--- config.mk ---
export PLATFORM = sky130hd
export DESIGN_NAME = bus_init_sequencer
export DESIGN_NICKNAME = d
export VERILOG_FILES = /design/src/rtl/bus_init_sequencer.sv
export SDC_FILE = /design/constraint.sdc
export NUM_CORES = 1
export LEC_CHECK = 0
export ABC_AREA = 0
export BUFFER_PORTS_ARGS = -buffer_cell sky130_fd_sc_hd__clkbuf_2
export CAP_MARGIN = 15
export CORE_MARGIN = 5
export CORE_UTILIZATION = 50
export DETAILED_ROUTE_END_ITERATION = 8
export PLACE_DENSITY = 0.87
export SYNTH_ARGS = -nofsm -noshare
export SYNTH_HDL_FRONTEND = slang
export SYNTH_SLANG_ARGS = --single-unit
--- constraint.sdc ---
create_clock -name clk -period 2.3 [get_ports clk]
set_input_delay 0.46 -clock clk [delete_from_list [all_inputs] [get_ports clk]]
set_output_delay 0.46 -clock clk [all_outputs]
set_load 0.02 [all_outputs]
--- src/rtl/bus_init_sequencer.sv ---
// Boot-time bus init sequencer: fills video RAM with an incrementing pattern and/or
// replays {reg,data} pairs from a table ROM into chip registers while the bus is granted.
module bus_init_sequencer #(
    parameter int unsigned ADDR_WIDTH  = 14,
    parameter int unsigned DATA_WIDTH  = 12,
    parameter int unsigned REG_AW      = 6,
    parameter int unsigned TABLE_DEPTH = 64,
    parameter int unsigned HOLD_CYCLES = 8
) (
    input  logic                              clk,
    input  logic                              rst_n,
    input  logic                              start,
    input  logic                              abort,
    input  logic [1:0]                        mode,
    input  logic [ADDR_WIDTH-1:0]             fill_base,
    input  logic [ADDR_WIDTH-1:0]             fill_len,
    input  logic [DATA_WIDTH-9:0]             fill_hi,
    input  logic [$clog2(TABLE_DEPTH):0]      tbl_len,
    output logic [$clog2(TABLE_DEPTH)-1:0]    tbl_addr,
    input  logic [REG_AW+7:0]                 tbl_data,
    output logic [ADDR_WIDTH-1:0]             mem_addr,
    output logic [DATA_WIDTH-1:0]             mem_do,
    output logic                              mem_we,
    output logic [REG_AW-1:0]                 reg_addr,
    output logic [7:0]                        reg_do,
    output logic                              reg_cs,
    output logic                              reg_we,
    output logic                              busy,
    output logic                              done
);

    localparam int unsigned TAW = $clog2(TABLE_DEPTH);
    localparam int unsigned HCW = $clog2(HOLD_CYCLES + 1);
    localparam int unsigned DHW = DATA_WIDTH - 8;
    localparam logic [TAW:0]     TBL_MAX   = (TAW+1)'(TABLE_DEPTH);
    localparam logic [HCW-1:0]   HOLD_LAST = HCW'(HOLD_CYCLES - 1);

    typedef enum logic [2:0] {
        S_IDLE, S_FILL, S_FGAP, S_TFETCH, S_TWRITE, S_TGAP, S_DONE
    } state_t;

    state_t                 state_q, state_d;
    logic                   then_tbl_q, then_tbl_d;
    logic [ADDR_WIDTH-1:0]  base_q, base_d;
    logic [ADDR_WIDTH-1:0]  flen_q, flen_d;
    logic [ADDR_WIDTH-1:0]  k_q, k_d;
    logic [DHW-1:0]         fhi_q, fhi_d;
    logic [TAW:0]           tlen_q, tlen_d;
    logic [TAW:0]           j_q, j_d;
    logic [HCW-1:0]         hold_q, hold_d;

    logic [TAW-1:0]         tbl_addr_d;
    logic [ADDR_WIDTH-1:0]  mem_addr_d;
    logic [DATA_WIDTH-1:0]  mem_do_d;
    logic                   mem_we_d;
    logic [REG_AW-1:0]      reg_addr_d;
    logic [7:0]             reg_do_d;
    logic                   reg_cs_d;
    logic                   busy_d;
    logic                   done_d;

    logic                   fill_sel;
    logic                   tbl_sel;
    logic                   hold_last;

    assign fill_sel  = (mode == 2'b01) || (mode == 2'b10);
    assign tbl_sel   = (mode != 2'b01);
    assign hold_last = (hold_q == HOLD_LAST);

    // Next-state and next-output decode; strobes trail the state by one register stage.
    always_comb begin
        state_d    = state_q;
        then_tbl_d = then_tbl_q;
        base_d     = base_q;
        flen_d     = flen_q;
        k_d        = k_q;
        fhi_d      = fhi_q;
        tlen_d     = tlen_q;
        j_d        = j_q;
        hold_d     = hold_q;
        tbl_addr_d = tbl_addr;
        mem_addr_d = mem_addr;
        mem_do_d   = mem_do;
        reg_addr_d = reg_addr;
        reg_do_d   = reg_do;
        mem_we_d   = (state_q == S_FILL);
        reg_cs_d   = (state_q == S_TWRITE);
        busy_d     = (state_q != S_IDLE) && (state_q != S_DONE);
        done_d     = (state_q == S_DONE);

        case (state_q)
            S_IDLE: begin
                if (start) begin
                    then_tbl_d = (mode == 2'b10);
                    base_d     = fill_base;
                    flen_d     = fill_len;
                    fhi_d      = fill_hi;
                    tlen_d     = (tbl_len > TBL_MAX) ? TBL_MAX : tbl_len;
                    k_d        = '0;
                    j_d        = '0;
                    hold_d     = '0;
                    if (fill_sel && (fill_len != '0)) begin
                        state_d = S_FILL;
                    end else if (tbl_sel && (tbl_len != '0)) begin
                        state_d    = S_TFETCH;
                        tbl_addr_d = '0;
                    end else begin
                        state_d = S_DONE;
                    end
                end
            end
            S_FILL: begin
                mem_addr_d = base_q + k_q;
                mem_do_d   = {fhi_q, 8'(k_q)};
                if (hold_last) begin
                    hold_d  = '0;
                    state_d = S_FGAP;
                end else begin
                    hold_d = hold_q + HCW'(1);
                end
            end
            S_FGAP: begin
                if (k_q == flen_q - ADDR_WIDTH'(1)) begin
                    if (then_tbl_q && (tlen_q != '0)) begin
                        state_d    = S_TFETCH;
                        j_d        = '0;
                        tbl_addr_d = '0;
                    end else begin
                        state_d = S_DONE;
                    end
                end else begin
                    k_d     = k_q + ADDR_WIDTH'(1);
                    state_d = S_FILL;
                end
            end
            S_TFETCH: begin
                hold_d  = '0;
                state_d = S_TWRITE;
            end
            S_TWRITE: begin
                // ROM data for tbl_addr is valid on entry; capture it once per entry
                if (hold_q == '0) begin
                    reg_addr_d = tbl_data[REG_AW+7:8];
                    reg_do_d   = tbl_data[7:0];
                end
                if (hold_last) begin
                    hold_d  = '0;
                    state_d = S_TGAP;
                end else begin
                    hold_d = hold_q + HCW'(1);
                end
            end
            S_TGAP: begin
                if (j_q == tlen_q - (TAW+1)'(1)) begin
                    state_d = S_DONE;
                end else begin
                    j_d        = j_q + (TAW+1)'(1);
                    tbl_addr_d = TAW'(j_q + (TAW+1)'(1));
                    state_d    = S_TFETCH;
                end
            end
            S_DONE: begin
                state_d = S_IDLE;
            end
            default: begin
                state_d = S_IDLE;
            end
        endcase

        if (abort) begin
            state_d  = S_IDLE;
            mem_we_d = 1'b0;
            reg_cs_d = 1'b0;
            busy_d   = 1'b0;
            done_d   = 1'b0;
        end
    end

    always_ff @(posedge clk or negedge rst_n) begin
        if (!rst_n) begin
            state_q    <= S_IDLE;
            then_tbl_q <= 1'b0;
            base_q     <= '0;
            flen_q     <= '0;
            k_q        <= '0;
            fhi_q      <= '0;
            tlen_q     <= '0;
            j_q        <= '0;
            hold_q     <= '0;
            tbl_addr   <= '0;
            mem_addr   <= '0;
            mem_do     <= '0;
            mem_we     <= 1'b0;
            reg_addr   <= '0;
            reg_do     <= '0;
            reg_cs     <= 1'b0;
            reg_we     <= 1'b0;
            busy       <= 1'b0;
            done       <= 1'b0;
        end else begin
            state_q    <= state_d;
            then_tbl_q <= then_tbl_d;
            base_q     <= base_d;
            flen_q     <= flen_d;
            k_q        <= k_d;
            fhi_q      <= fhi_d;
            tlen_q     <= tlen_d;
            j_q        <= j_d;
            hold_q     <= hold_d;
            tbl_addr   <= tbl_addr_d;
            mem_addr   <= mem_addr_d;
            mem_do     <= mem_do_d;
            mem_we     <= mem_we_d;
            reg_addr   <= reg_addr_d;
            reg_do     <= reg_do_d;
            reg_cs     <= reg_cs_d;
            reg_we     <= reg_cs_d;
            busy       <= busy_d;
            done       <= done_d;
        end
    end

endmodule

==> impl_metrics.env <==
export IMPL_status="finished with violations"
export IMPL_violations="setup timing"
export IMPL_timing_rr_start="flen_q[2]"
export IMPL_ant_nets=0
export IMPL_timing_hold_ws_ns=0.0561
export IMPL_total_leakage_power_nw=4.44
export IMPL_async_reset_ff_frac=1.00
export IMPL_netlist_area_leader_share=0.463
export IMPL_fp_dieW_um=123
export IMPL_slew_violations=0
export IMPL_insertedDiodeCount=0
export IMPL_end_kind="register"
export IMPL_routedWlPerCell_um=20.0
export IMPL_cp_slowest_cell="dfrtp_2"
export IMPL_p_per_area_nw_per_um2=1320
export IMPL_clk_path_buf_depth=2
export IMPL_synthTopCellsByArea="dfrtp_1 46%, nand2_1 8.8%, mux2_2 4.2%"
export IMPL_insertion_delay_ns=0.43
export IMPL_synth_ff_type="dfrtp_1"
export IMPL_pwr_share_seq=0.290
export IMPL_p_int_mw=6.95
export IMPL_final_net_count=966
export IMPL_maxCapViolCount=0
export IMPL_synth_seq_cells=118
export IMPL_wirelength_um=21400
export IMPL_dieArea_um2=15100
export IMPL_area_growth_pct=39.6
export IMPL_syn_nets=752
export IMPL_core_um2=12600
export IMPL_critical_path_max_stage_delay_ns=0.46
export IMPL_cp_startpoint="flen_q[2]"
export IMPL_critPathKind="reg2reg"
export IMPL_synth_top_area_cell="dfrtp_1"
export IMPL_cts_buffers=17
export IMPL_rows=41
export IMPL_crit_path_frequent_cell="buf_6"
export IMPL_path_max_fanout=5
export IMPL_antenna_found_initial=0
export IMPL_layout_min_cycle_time_ns=2.85
export IMPL_critPathTopFamily="compound AO/OA/AOI/OAI gates"
export IMPL_hpwl_um=11900
export IMPL_netlist_area_um2=6380
export IMPL_cp_num_buf_inv=4
export IMPL_grt_usage=0.274
export IMPL_tns_ns=-11.72
export IMPL_start_util=0.508
export IMPL_max_vdd_ir_drop_mv=0.801
export IMPL_cts_tree="done"
export IMPL_drt_iter0_markers=703
export IMPL_cp_arrival_ns=3.19
export IMPL_post_place_cells=996
export IMPL_drcViolationCount=0
export IMPL_synth_edf_count=0
export IMPL_relSlewSlack=0.568
export IMPL_vias=6443
export IMPL_setup_violations=31
export IMPL_cts_sinks=118
export IMPL_p_comb_frac=0.484
export IMPL_viasPerCell=6.02
export IMPL_clockRootBuffer="clkbuf_16"
export IMPL_hp_class="in2async"
export IMPL_gp_congestion=0.899
export IMPL_cp_cell_sequence="nor4_4 > buf_4 > and4_4 > a21o_1 > a21oi_2 > a2111oi_4 > buf_6 > a311oi_4 > buf_6 > buf_6 > a21o_1 > a21oi_2"
export IMPL_tightest_slew_ns=0.641
export IMPL_sw_frac_of_total=0.408
export IMPL_place_worst_setup_slack_ns=-0.320
export IMPL_yosysUniqueCellTypes=69
export IMPL_clkTransAtPathRegs_ns=0.06
export IMPL_htreeDepth=4
export IMPL_netlist_instances=671
export IMPL_die_h_um=123
export IMPL_startpoint_type="register"
export IMPL_grt_max_degree=60
export IMPL_hold_violations=0
export IMPL_yosysMostFrequentCell="nand2_1"
export IMPL_finalPower_mw=11.7
export IMPL_grt_setup_unrepaired="yes"
export IMPL_fin_ws_ns=-0.554
export IMPL_required_ns=2.63
export IMPL_hold_buffers=0
export IMPL_switchingPower_mw=4.78
export IMPL_timing_fmax_ghz=0.350
export IMPL_yosysWarnings=0
export IMPL_grt_pass1_vias=6329
export IMPL_avgSynthCellArea_um2=9.51
export IMPL_synth_common_cells="149 x nand2_1, 118 x dfrtp_1, 45 x o21ai_0"
export IMPL_fin_worst_skew_ns=0.0171
export IMPL_pwr_share_clk=0.227
export IMPL_drt_first_pass_iters=6
export IMPL_grt_ovfl_total=0
export IMPL_io_buffers=109
export IMPL_io_pins=110
export IMPL_grt_pass1_wl_um=32000
export IMPL_drive_gt1_frac=0.395
export IMPL_period_share=1.24
export IMPL_fin_cells=1070
export IMPL_yosysSeqAreaShare=0.463
metrics by stage:
| step | util | instance area [µm²] |
|---|---|---|
| after detailed placement | 0.608 | 7640 |
| after global placement | 0.608 | 7640 |
| after global routing | 0.708 | 8900 |
| final | 0.708 | 8900 |
| after CTS | 0.690 | 8670 |
| after floorplan | - | 6430 |
sequential cells by signal, indices dropped and copies added (netlist names), 4 cells and up:
name	count
k_q	14
j_q	7
flen_q	14
fhi_q	4
reg_do	8
hold_q	4
mem_do	12
tlen_q	7
reg_addr	6
base_q	14
tbl_addr	6
mem_addr	14
cells by family (layout without fill, tap and decap cells):
group                    count (synthesis)  in the layout  synth area share
flip-flops                             118            118             0.463
multiplexers                            29             29            0.0502
AND/OR/NAND/NOR                        269            270             0.200
adder cells (fa/ha/maj)                 22             22            0.0443
buffers and inverters                   52            278            0.0328
XOR/XNOR                                40             40            0.0561
AO/OA/AOI/OAI                          141            141             0.153
repair_timing:
item,CTS,global route
endpoints found under the setup margin,33,37
cloned,2,0
gates resized for setup,42,50
pin swaps,38,35
buffers inserted,36,8
hold endpoints to repair,0,0
cells in the final DEF, fill, tap and decap left out, types with 4 or more instances in the layout:
cell / n
nand2_1: 145
mux2_2: 24
a31oi_1: 7
dfrtp_1: 117
ha_1: 16
inv_1: 22
clkbuf_2: 108
clkinv_2: 6
nand2b_1: 5
and2_1: 4
o21ai_2: 7
buf_4: 96
nor2b_1: 6
nand3b_1: 9
nor4_1: 4
o21ai_1: 7
clkbuf_16: 17
clkbuf_8: 5
a21oi_1: 17
nand4_1: 7
buf_6: 14
xnor2_1: 25
xor2_1: 14
a22o_1: 9
mux2i_1: 5
nor2_1: 20
a21oi_2: 10
nor2_2: 4
nor3_1: 11
o21ai_0: 32
nand3_1: 10
and3_1: 10
a21o_1: 13
power by group through the flow:
stage | logic (mW) | registers (mW) | clock network (mW)
floorplan | 2.62 | 3.66 | 0
global placement | 4.46 | 3.29 | 0
detailed placement | 4.61 | 3.33 | 0
CTS | 5.16 | 3.33 | 2.67
global route | 6.07 | 3.47 | 2.78
finish | 5.67 | 3.40 | 2.66
routing by layer:
layer | share of wire | vias to the layer above | GRT usage | wire length [µm]
met5 | 0 | - | 0 | 0
met4 | 0.066 | 0 | 0.157 | 1410
met3 | 0.090 | 139 | 0.0814 | 1930
met2 | 0.49 | 428 | 0.444 | 10400
met1 | 0.36 | 3103 | 0.324 | 7660
li1 | - | 2773 | - | -
final timing paths:
kind | end | slack [ns] | depth (start not counted)
worst max-delay path | k_q[12] | -0.55 | 12
worst min-delay path | mem_addr[2] | 0.06 | 1
worst max register to register | k_q[12] | -0.55 | 12
worst min register to register | fhi_q[3] | 0.47 | 2
max in group asynchronous | fhi_q[3] | 1.63 | 2
min in group clk | fhi_q[3] | 0.22 | 3
final cells by class:
cell class                      instances  area [µm²]
Clock buffer                           23         498
Tap cell                              172         215
Timing Repair Buffer                  221        1480
Sequential cell                       118        2950
Inverter                               25        93.8
Multi-Input combinational cell        502        3570
Fill cell                             821        3660
Clock inverter                          9        97.6
No activity file was read; power rests on OpenSTA's default activity.
